<file path="config.mk">
export PLATFORM = sky130hd
export DESIGN_NAME = moore_seq_tx
export DESIGN_NICKNAME = d
export VERILOG_FILES = /design/src/rtl/moore_seq_tx.sv
export SDC_FILE = /design/constraint.sdc
export NUM_CORES = 1
export LEC_CHECK = 0
export ABC_AREA = 1
export BUFFER_PORTS_ARGS = -buffer_cell sky130_fd_sc_hd__buf_2
export CORE_MARGIN = 1.5
export CORE_UTILIZATION = 60
export DETAILED_ROUTE_END_ITERATION = 10
export MAX_ROUTING_LAYER = met4
export PLACE_DENSITY = 0.84
export SYNTH_ARGS = -nofsm -noshare
export SYNTH_HDL_FRONTEND = slang
export SYNTH_SLANG_ARGS = --single-unit
</file>
<file path="constraint.sdc">
create_clock -name clk -period 5 [get_ports clk]
set_input_delay 1 -clock clk [delete_from_list [all_inputs] [get_ports clk]]
set_output_delay 1 -clock clk [all_outputs]
set_load 0.1 [all_outputs]
</file>
<file path="src/rtl/moore_seq_tx.sv">
// rtl/moore_seq_tx.sv - Moore-FSM serial pattern transmitter, MSB-first, with repeat and gap
module moore_seq_tx #(
    parameter int WIDTH = 8,
    parameter int LEN_W = 4,
    parameter int REP_W = 3
) (
    input  logic             clk,
    input  logic             rst,
    input  logic             start,
    input  logic [WIDTH-1:0] pattern,
    input  logic [LEN_W-1:0] len,
    input  logic [REP_W-1:0] reps,
    output logic             out,
    output logic             out_valid,
    output logic             busy,
    output logic             done
);

    localparam int IDX_W = (WIDTH > 1) ? $clog2(WIDTH) : 1;
    localparam logic [LEN_W-1:0] WIDTH_L = LEN_W'(WIDTH);

    typedef enum logic [1:0] {
        IDLE  = 2'd0,
        SHIFT = 2'd1,
        GAP   = 2'd2,
        DONE  = 2'd3
    } state_t;

    state_t           state_q, state_d;
    logic [WIDTH-1:0] pat_q, pat_d;
    logic [IDX_W-1:0] last_q, last_d;
    logic [IDX_W-1:0] idx_q, idx_d;
    logic [REP_W-1:0] rep_q, rep_d;
    logic             out_q, out_d;
    logic             valid_q, valid_d;
    logic             busy_q, busy_d;
    logic             done_q, done_d;

    logic [LEN_W-1:0] eff_len;
    logic [IDX_W-1:0] first_idx;

    // Oversized lengths are clamped so the index never leaves the pattern register.
    always_comb begin
        eff_len   = (len > WIDTH_L) ? WIDTH_L : len;
        first_idx = IDX_W'(eff_len - LEN_W'(1));
    end

    always_comb begin
        state_d = state_q;
        pat_d   = pat_q;
        last_d  = last_q;
        idx_d   = idx_q;
        rep_d   = rep_q;

        case (state_q)
            IDLE: begin
                if (start && (len != '0)) begin
                    pat_d   = pattern;
                    last_d  = first_idx;
                    idx_d   = first_idx;
                    rep_d   = reps;
                    state_d = SHIFT;
                end
            end
            SHIFT: begin
                if (idx_q == '0) begin
                    if (rep_q != '0) begin
                        rep_d   = rep_q - REP_W'(1);
                        idx_d   = last_q;
                        state_d = GAP;
                    end else begin
                        state_d = DONE;
                    end
                end else begin
                    idx_d = idx_q - IDX_W'(1);
                end
            end
            GAP:     state_d = SHIFT;
            DONE:    state_d = IDLE;
            default: state_d = IDLE;
        endcase
    end

    // Outputs are decoded from the next state so they land in registers on the same edge.
    always_comb begin
        out_d   = (state_d == SHIFT) ? pat_d[idx_d] : 1'b0;
        valid_d = (state_d == SHIFT);
        busy_d  = (state_d == SHIFT) || (state_d == GAP);
        done_d  = (state_d == DONE);
    end

    always_ff @(posedge clk or negedge rst) begin
        if (!rst) begin
            state_q <= IDLE;
            pat_q   <= '0;
            last_q  <= '0;
            idx_q   <= '0;
            rep_q   <= '0;
            out_q   <= 1'b0;
            valid_q <= 1'b0;
            busy_q  <= 1'b0;
            done_q  <= 1'b0;
        end else begin
            state_q <= state_d;
            pat_q   <= pat_d;
            last_q  <= last_d;
            idx_q   <= idx_d;
            rep_q   <= rep_d;
            out_q   <= out_d;
            valid_q <= valid_d;
            busy_q  <= busy_d;
            done_q  <= done_d;
        end
    end

    assign out       = out_q;
    assign out_valid = valid_q;
    assign busy      = busy_q;
    assign done      = done_q;

endmodule

</file>
==> impl_metrics.toml, run 1 <==
[placement]
dp.cells = 229
io_buffers = 21
hpwl_mm = 2.26
pre_cts_ws_ns = 2.52
gp_congestion = 0.837

[worst_setup_path]
cp-start-kind = "input pin"
worst_path_max_delay_cell = "ha_1"
cp_top_family = "simple AND/OR/NAND/NOR gates"
worstSetupEndpointType = "flop"
critPathMaxStageDelay_ns = 0.21
rr_startpoint = "idx_q[0]"
path_buf_inv = 2
critical_path_class = "input pin to flop"
cp_max_fo = 3
worstPathCellList = "buf_2, nor3_1, o21ai_0, ha_1, xor2_1, nor2_1, nor2_1, o21ai_2, inv_1, nand3_1, nand2_1, nor2_2"
cp-startpoint = "len[1]"
worst_path_most_repeated_cell = "nor2_1"
required_ns = 5.23
cp.arrival_ns = 2.38

[timing]
finClkSkew_ns = 0.00625
drv_slew = 0
period_needed_ns = 2.15
rsz0062_at_grt = "false"
layout_setup_ws_ns = 2.85
slew_headroom_pct = 66.7
finalCritPeriodShare_pct = 43.1
final.setup.tns_ns = 0
hold_viol_final = 0
fmax_mhz = 464
final-setup-viol-count = 0
worst_slew_pin_slew_ns = 0.500

[drt]
totalWireLength_mm = 2.84
drt_iter0_markers = 35
wl_per_cell_um = 12.2
vias = 1244
routed_via_density = 5.34
first_pass_iters = 4
drc_errors = 0
final_antenna_net_count = 0

[synthesis]
ys_seq_area_share_pct = 41.5
netlist_instances = 182
ys_async_sr_fraction_pct = 100
synth_edf_count = 0
yosysTopAreaCell = "dfrtp_1"
syn_area_per_cell_um2 = 7.62
synth_warnings = 0
syn-num-nets = 207
synth.area.top_cells = "dfrtp_1 (42%), nand2_1 (12%), inv_1 (10%), ha_1 (6.3%), nand3_1 (4.7%)"
synth_flop_cell = "dfrtp_1"
synth.top_cell.area_share_pct = 41.5
syn_area_um2 = 1390
synth_commonest_cells = "nand2_1 (46), inv_1 (37), dfrtp_1 (23)"
synth_cell_type_count = 25
ys_ff_latch = 23
yosysMostFrequentCell = "nand2_1"

[global_routing]
grt_pass1_vias = 1208
grt_pass1_wl_mm = 5.04
grt_remaining_overflow = 0
grt_usage_pct = 26.5
antenna_found_initial = 0
grt_max_degree = 24

[power]
p_sw_w = 0.000605
seqPwrFrac_pct = 29.0
peakVddDrop_mv = 0.382
power_density_nw_per_um2 = 734
p_sw_share_pct = 53.7
combPwrFrac_pct = 63.1
clockPowerShare_pct = 7.9
intPower_w = 0.000521
leakagePower_nw = 0.875

[clock_tree]
clockBufferDepth = 2
clk_latency_ns = 0.32
path_clk_slew_ns = 0.12
cts_setup_buffers = 0
cts_tree = "done"
cts_root_buf = "clkbuf_4"
clock-sinks = 23
cts.htree.levels = 1
numCtsBuffers = 3
cts_resized = 0
cts_hold_buf = 0

[final_layout]
final_nets = 231
diodes = 0
finalNonFillerCells = 233
drive_above_1_share_pct = 19.0
final_util_pct = 70.1
syn_to_final_growth_pct = 10.7

[die]
die_w_um = 51.1
die_y_um = 51.1
pin_count = 22
start_util_pct = 63.3
design.die.area_um2 = 2610
rows = 17
core_area_um2 = 2190

[hold_path]
hold_start = "pat_q[6]"
hold_class = "flop to flop"

[job]
maxCapViolations = 0

[run_status]
status = "finished clean"
-- metal layers --
layer,wire length (um),GRT usage [%],vias up
li1,-,-,611
met2,1440,44.6,47
met5,0,-,-
met3,155,3.22,11
met1,1170,32.2,575
met4,64,11.3,0
-- worst paths after layout --
kind / depth (start not counted) / slack (ns) / endpoint
max in group asynchronous: 1 / 4.04 / last_q[1]
setup reg to reg: 10 / 3.09 / out
setup / recovery: 12 / 2.85 / out
min in group asynchronous: 1 / 0.62 / rep_q[1]
hold / removal: 2 / 0.51 / pat_q[6]
hold reg to reg: 2 / 0.51 / pat_q[6]
-- state kept, by name (all words and copies together) (netlist names) --
register   cells
pat_q          8
out_valid      1
out            1
state_q        2
idx_q          3
last_q         3
rep_q          3
busy           1
done           1
-- power groups by stage --
stage / sequential (W) / clock (W) / combinational, W
after floorplan: 0.000420 / 0 / 0.000469
after global placement: 0.000326 / 0 / 0.000668
after detailed placement: 0.000331 / 0 / 0.000705
after CTS: 0.000327 / 0.0000880 / 0.000709
after global routing: 0.000336 / 0.0000966 / 0.000808
final: 0.000327 / 0.0000887 / 0.000711
-- per-stage QoR --
stage | cell area (um2) | power [W] | hold slack, ns
floorplan | 1390 | 0.000889 | 0.445
global placement | 1510 | 0.000994 | 0.467
detailed placement | 1510 | 0.00104 | 0.470
CTS | 1540 | 0.00112 | 0.502
global route | 1540 | 0.00124 | 0.565
finish | 1540 | 0.00113 | 0.513
-- placed cells by master, fill, tap and decap left out, types with 3 or more instances in the layout --
cell type,n
a21oi_1,4
buf_2,21
clkbuf_4,3
dfrtp_1,23
ha_1,7
inv_1,37
inv_2,3
nand2_1,46
nand3_1,13
nand3_2,3
nor2_1,14
o21a_1,4
o21ai_0,10
o21ai_1,3
-- logic make-up (layout without fill, tap and decap cells) --
kind of cell | after synthesis | after routing | synth area share (%)
AOI/OAI and AO/OA | 26 | 26 | 11.6
buffers and inverters | 42 | 65 | 12.2
and+or+nand+nor | 83 | 83 | 27.7
xor gates and xnor gates | 1 | 1 | 0.632
DFF | 23 | 23 | 41.5
adders and majority gates | 7 | 7 | 6.32
-- worst reg2reg max path, delay by kind of cell (launching register included) --
family | cells | cell delay, ns
buffers and inverters | 3 | 0.34
DFF | 1 | 0.39
adders and majority gates | 2 | 0.41
and+or+nand+nor | 3 | 0.33
AOI/OAI and AO/OA | 2 | 0.40
-- area by class of cell --
class                           count  area [um2]
Timing Repair Buffer               21         105
Tap cell                           28        35.0
Multi-Input combinational cell    117         642
Sequential cell                    23         576
Clock buffer                        3        22.5
Clock inverter                      1        5.00
Fill cell                         187         656
Inverter                           40         150
Power figures use the tool's default switching activity.
==> run 2, diff against run 1 <==
- CORE_UTILIZATION: 60 -> 55
- PLACE_DENSITY: 0.84 -> 0.78
- clock period: 5 -> 2 ns (I/O delays scaled with it)
==> run 2 against run 1 <==
  * Combinational power grew to 2.5 times the previous value
  * Sequential power rose by 150%
  * Register-to-register slack lost 3.0 ns
  * Critical path depth is the same
  * Count of clock-buffer cells in the layout increased by 1
  * Critical endpoint unchanged
  * First-iteration DRC count down 54%
  * Setup slack worse by 2.7 ns
  * Final area increased by 1.4%
  * Die area increased by 8.5%
  * Non-clock buffer count is 2 higher
  * Largest power group unchanged
==> impl_metrics.toml, run 2 (same netlist as run 1, synthesis figures left out) <==
[worst_setup_path]
cp.arrival_ns = 2.15
cp_max_fo = 6
critPathMaxStageDelay_ns = 0.43
worst_path_max_delay_cell = "dfrtp_1"
worst_path_most_repeated_cell = "nand2_1"
critical_path_class = "flop to flop"
worstSetupEndpointType = "flop"
cp-start-kind = "flop"
cp.depth = 12
worstPathCellList = "inv_2, ha_1, nand2_1, nor2_4, nand3_2, nand2_1, nand2_1, nand3_1, nand3_1, nand3_1, nand2_1, nor2_2"
path_buf_inv = 1
required_ns = 2.27
regToRegSetupSlack_ns = 0.12
cp_top_family = "simple AND/OR/NAND/NOR gates"
r2r_cells = 12

[timing]
slew_headroom_pct = 66.0
drv_slew = 0
finClkSkew_ns = 0.00501
period_needed_ns = 1.88
fmax_mhz = 532
finalCritPeriodShare_pct = 94.0
layout_setup_ws_ns = 0.120
worst_slew_pin_slew_ns = 0.509
final-setup-viol-count = 0
hold_viol_final = 0

[clock_tree]
clockBufferDepth = 2
numCtsBuffers = 3
clk_latency_ns = 0.32
cts_root_buf = "clkbuf_4"
path_clk_slew_ns = 0.13
cts_tree = "done"
clock-sinks = 23
cts.htree.levels = 1
cts_hold_buf = 0

[drt]
drt_iter0_markers = 16
first_pass_iters = 4
wl_per_cell_um = 12.2
totalWireLength_mm = 2.90
routed_via_density = 5.14
final_antenna_net_count = 0
drc_errors = 0
vias = 1218

[final_layout]
largest_reg_flops = 8
finalNonFillerCells = 237
syn_to_final_growth_pct = 12.3
diodes = 0
regMostFlops = "pat_q"
drive_above_1_share_pct = 20.3
final_nets = 233
final_common_cell = "nand2_1"
layout_common_cells = "nand2_1 (45), inv_1 (36), dfrtp_1 (23)"

[job]
maxCapViolations = 0

[placement]
hpwl_mm = 2.21
io_buffers = 21
pre_cts_ws_ns = 0.118
dp.cells = 231
gp_congestion = 0.869

[die]
die_y_um = 53.2
design.die.area_um2 = 2830
start_util_pct = 57.0
pin_count = 22
core_area_um2 = 2430
die_w_um = 53.2
rows = 18

[power]
peakVddDrop_mv = 1.32
power_density_nw_per_um2 = 1820
leakagePower_nw = 0.882

[global_routing]
grt_usage_pct = 24.0
antenna_found_initial = 0
grt_pass1_wl_mm = 4.74
grt_remaining_overflow = 0
grt_max_degree = 24
grt_pass1_vias = 1172

[run_status]
status = "finished clean"

[hold_path]
hold_class = "input pin to async pin"
[run 2: cell types whose count changed in the layout (fill, tap and decap cells not counted), sizes merged]
| cell | change |
|---|---|
| clkinv | -1 |
| clkbuf | +1 |
| buf | +2 |
[run 2: layout make-up]
type / count / area, um2
inverter: 40 / 153
fill: 226 / 876
sequential: 23 / 576
clock buffer: 4 / 26.3
multi-input combinational: 117 / 644
tap: 30 / 37.5
timing repair buffer: 23 / 120
[run 2: metrics by stage]
stage	utilization, %	TNS [ns]	hold WS [ns]	power, W	instance area (um2)
finish	64.0	0	0.0237	0.00283	1560
global route	64.0	-0.0498	0.0577	0.00310	1560
detailed placement	62.1	0	0.401	0.00257	1510
floorplan	-	0	0.104	0.00222	1390
CTS	63.2	0	0.0466	0.00280	1540
global placement	62.1	0	0.397	0.00249	1510
[run 2: power breakdown]
part | internal [W] | switching, W | leakage (nW)
Combinational | 0.000552 | 0.00124 | 0.590
Sequential | 0.000695 | 0.000122 | 0.277
Clock | 0.0000782 | 0.000145 | 0.0150
Total | 0.00133 | 0.00151 | 0.882
[run 2: repair_timing]
action | CTS | global route
setup endpoints to repair | 0 | 1
setup buffers | 0 | 2
gates resized for setup | 0 | 3
[run 2: worst reg2reg max path, stage by stage, from the launching register on]
cell     delay, ns
dfrtp_1       0.43
inv_2         0.11
ha_1          0.18
nand2_1       0.14
nor2_4        0.22
nand3_2       0.10
nand2_1       0.10
nand2_1       0.11
nand3_1       0.09
nand3_1       0.08
nand3_1       0.10
nand2_1       0.07
nor2_2        0.09
[run 2: per-layer routing]
metal | vias up | part of all wire (%) | wire [um] | GRT usage, %
li1 | 616 | - | - | -
met1 | 568 | 44 | 1280 | 27.1
met2 | 29 | 50 | 1460 | 42.0
met3 | 5 | 3.2 | 92 | 2.54
met4 | 0 | 2.0 | 59 | 11.5
met5 | - | 0 | 0 | -
[run 2: worst paths after layout]
path | startpoint | endpoint
min | rst | rep_q[2]
min reg2reg | pat_q[6] | pat_q[6]
max in group asynchronous | rst | state_q[1]
max reg2reg | idx_q[0] | out
max | idx_q[0] | out
min in group clk | pattern[6] | pat_q[6]
==> run 3, diff against run 2 <==
- ABC_AREA: 1 -> unset
- CORE_UTILIZATION: 55 -> 54
==> run 3 against run 2 <==
  * The run now ends with negative setup slack left
  * Non-clock buffer count up 34
  * First-iteration DRC count up 50%
  * Core utilization is 17 points higher
  * Die area shrank 9.5%
  * Sequential power is 2% higher
  * Largest cell class unchanged
  * Largest power group unchanged
==> impl_metrics.toml, run 3 <==
[die]
rows = 17
pin_count = 22
die_w_um = 50.6
design.die.area_um2 = 2560
start_util_pct = 56.4
die_y_um = 50.6
core_area_um2 = 2170

[worst_setup_path]
cp.arrival_ns = 2.38
critPathMaxStageDelay_ns = 0.40
cp-start-kind = "flop"
worst_path_most_repeated_cell = "nor2b_4"
cp_top_family = "simple AND/OR/NAND/NOR gates"
worstSetupEndpointType = "flop"
worstPathCellList = "inv_2, ha_4, nor2b_4, and2_4, a311oi_4, nor2b_4, mux2i_1, nor2b_1, o311a_1"
required_ns = 2.21
cp_max_fo = 5
critical_path_class = "flop to flop"
path_buf_inv = 1
worst_path_max_delay_cell = "dfrtp_1"

[power]
finalPower_w = 0.00323
peakVddDrop_mv = 1.55
p_sw_w = 0.00141
clockPowerShare_pct = 6.5
power_density_nw_per_um2 = 1850
combPwrFrac_pct = 67.7
intPower_w = 0.00182
leakagePower_nw = 0.869
p_sw_share_pct = 43.6
seqPwrFrac_pct = 25.8

[drt]
routed_via_density = 5.69
totalWireLength_mm = 3.35
drt_iter0_markers = 24
met1Wirelength_mm = 1.35
final_antenna_net_count = 0
drc_errors = 0
vias = 1143
first_pass_iters = 4
met3_length_um = 152
wl_per_cell_um = 16.7
top_layer = "met4"
met2_wirelength_mm = 1.79

[placement]
dpl_cell_area_um2 = 1620
hpwl_mm = 2.30
io_buffers = 21
gp_congestion = 0.857

[synthesis]
synth_xor_xnor_area_share_pct = 0.716
syn_area_um2 = 1220
syn_area_per_cell_um2 = 10.6
yosysMostFrequentCell = "dfrtp_1"
ys_seq_area_share_pct = 47.0
ys_ff_latch = 23
synth_cell_type_count = 34
syn-num-nets = 140
synth_top_family_by_area = "simple AND/OR/NAND/NOR gates"
synth_flop_cell = "dfrtp_1"
ys_async_sr_fraction_pct = 100
synth.top_cell.area_share_pct = 47.0
netlist_instances = 115
synth.area.top_cells = "dfrtp_1 (47%), mux2_2 (8.3%), ha_1 (7.2%), inv_1 (2.8%), nor2_1 (2.8%)"
synth-simple-area-share_pct = 15.5
synth_commonest_cells = "dfrtp_1 (23), inv_1 (9), mux2_2 (9), nor2_1 (9), ha_1 (7)"
synth-compound-area-share_pct = 15.4
yosysTopAreaCell = "dfrtp_1"
synth_warnings = 0
synth_edf_count = 0
yosys.area_share.adder_pct = 7.16
synth.area.mux_share_pct = 9.92

[timing]
finalCritPeriodShare_pct = 109
finClkSkew_ns = 0.00912
period_needed_ns = 2.17
final-setup-viol-count = 1
drv_slew = 0
hold_viol_final = 0
final.setup.tns_ns = -0.173
slew_headroom_pct = 65.7
worst_slew_pin_slew_ns = 0.514
fmax_mhz = 460
rsz0062_at_grt = "true"
layout_setup_ws_ns = -0.173

[final_layout]
regMostFlops = "pat_q"
syn_to_final_growth_pct = 43.1
layout_common_cells = "buf_4 (36), dfrtp_1 (23), buf_2 (21)"
fillers = 144
diodes = 0
multi_input_area_um2 = 706
largest_reg_flops = 8
final_nets = 199
final_area_um2 = 1750
final_common_cell = "buf_4"
regArea_um2 = 576
drive_above_1_share_pct = 50.9

[clock_tree]
clk_latency_ns = 0.31
clock-sinks = 23
cts_tree = "done"
path_clk_slew_ns = 0.12
cts.htree.levels = 1
clockBufferDepth = 2
numCtsBuffers = 3
cts_root_buf = "clkbuf_4"

[global_routing]
grt_pass1_wl_mm = 5.04
grt_remaining_overflow = 0
grt_pass1_vias = 1118
grt_max_degree = 24
grt_usage_pct = 27.8
antenna_found_initial = 0

[job]
maxCapViolations = 0

[run_status]
status = "finished with violations"
violations = "negative setup slack"

[hold_path]
hold_class = "input pin to async pin"
[run 3: cell types whose count changed after synthesis, sizes merged, moves of 3 or more]
cell,change
inv,-31
mux2,+9
nand2,-42
nand2b,+5
nand3,-12
nor2,-8
nor2b,+5
o21a,-3
o21ai,-10
[run 3: layout make-up]
cell class                 instances  area share (%)
inverter                           9            1.93
multi-input combinational         80            40.3
sequential                        23            32.9
timing repair buffer              57            21.4
tap                               28            2.00
clock buffer                       4            1.50
[run 3: cells by family after synthesis]
family / after synthesis
AND/OR/NAND/NOR: 35
AO/OA/AOI/OAI: 26
flip-flops: 23
buffers and inverters: 12
multiplexers: 11
adder cells (fa/ha/maj): 7
XOR/XNOR: 1
[run 3: per-layer routing]
layer	up-vias	global-route usage (%)
met5	-	-
met4	0	12.6
met3	9	5.06
met2	38	46.7
met1	572	32.4
li1	524	-
[run 3: power groups by stage]
stage | clock network (W) | logic (W) | registers, W
floorplan | 0 | 0.000971 | 0.00102
global placement | 0 | 0.00181 | 0.000793
detailed placement | 0 | 0.00190 | 0.000809
CTS | 0.000215 | 0.00201 | 0.000815
global route | 0.000241 | 0.00233 | 0.000850
finish | 0.000211 | 0.00219 | 0.000834
[run 3: what timing repair did]
item | 4_1_cts | 5_1_grt
gates cloned | 0 | 0
resized for setup | 11 | 8
buffers inserted | 0 | 2
hold buffers | 0 | 0
pin swaps | 2 | 4
setup endpoints to repair | 4 | 5
[run 3: final timing paths]
kind                             to  startpoint  cells past startpoint  slack (ns)
setup / recovery                out    idx_q[0]                      9       -0.17
hold / removal             pat_q[2]         rst                      1        0.04
setup reg to reg                out    idx_q[0]                      9       -0.17
hold reg to reg            pat_q[5]    pat_q[5]                      1        0.51
max in group asynchronous  rep_q[2]         rst                      1        1.61
min in group clk           pat_q[1]  pattern[1]                      2        0.33
[run 3: per-stage QoR]
step / hold slack, ns / util [%] / setup WS (ns) / std cells
floorplan: 0.104 / - / -0.125 / 115
global placement: 0.396 / 74.8 / -0.280 / 195
detailed placement: 0.400 / 74.8 / -0.358 / 195
CTS: 0.0563 / 78.1 / -0.218 / 199
global route: 0.0569 / 80.7 / -0.232 / 201
finish: 0.0389 / 80.7 / -0.173 / 201
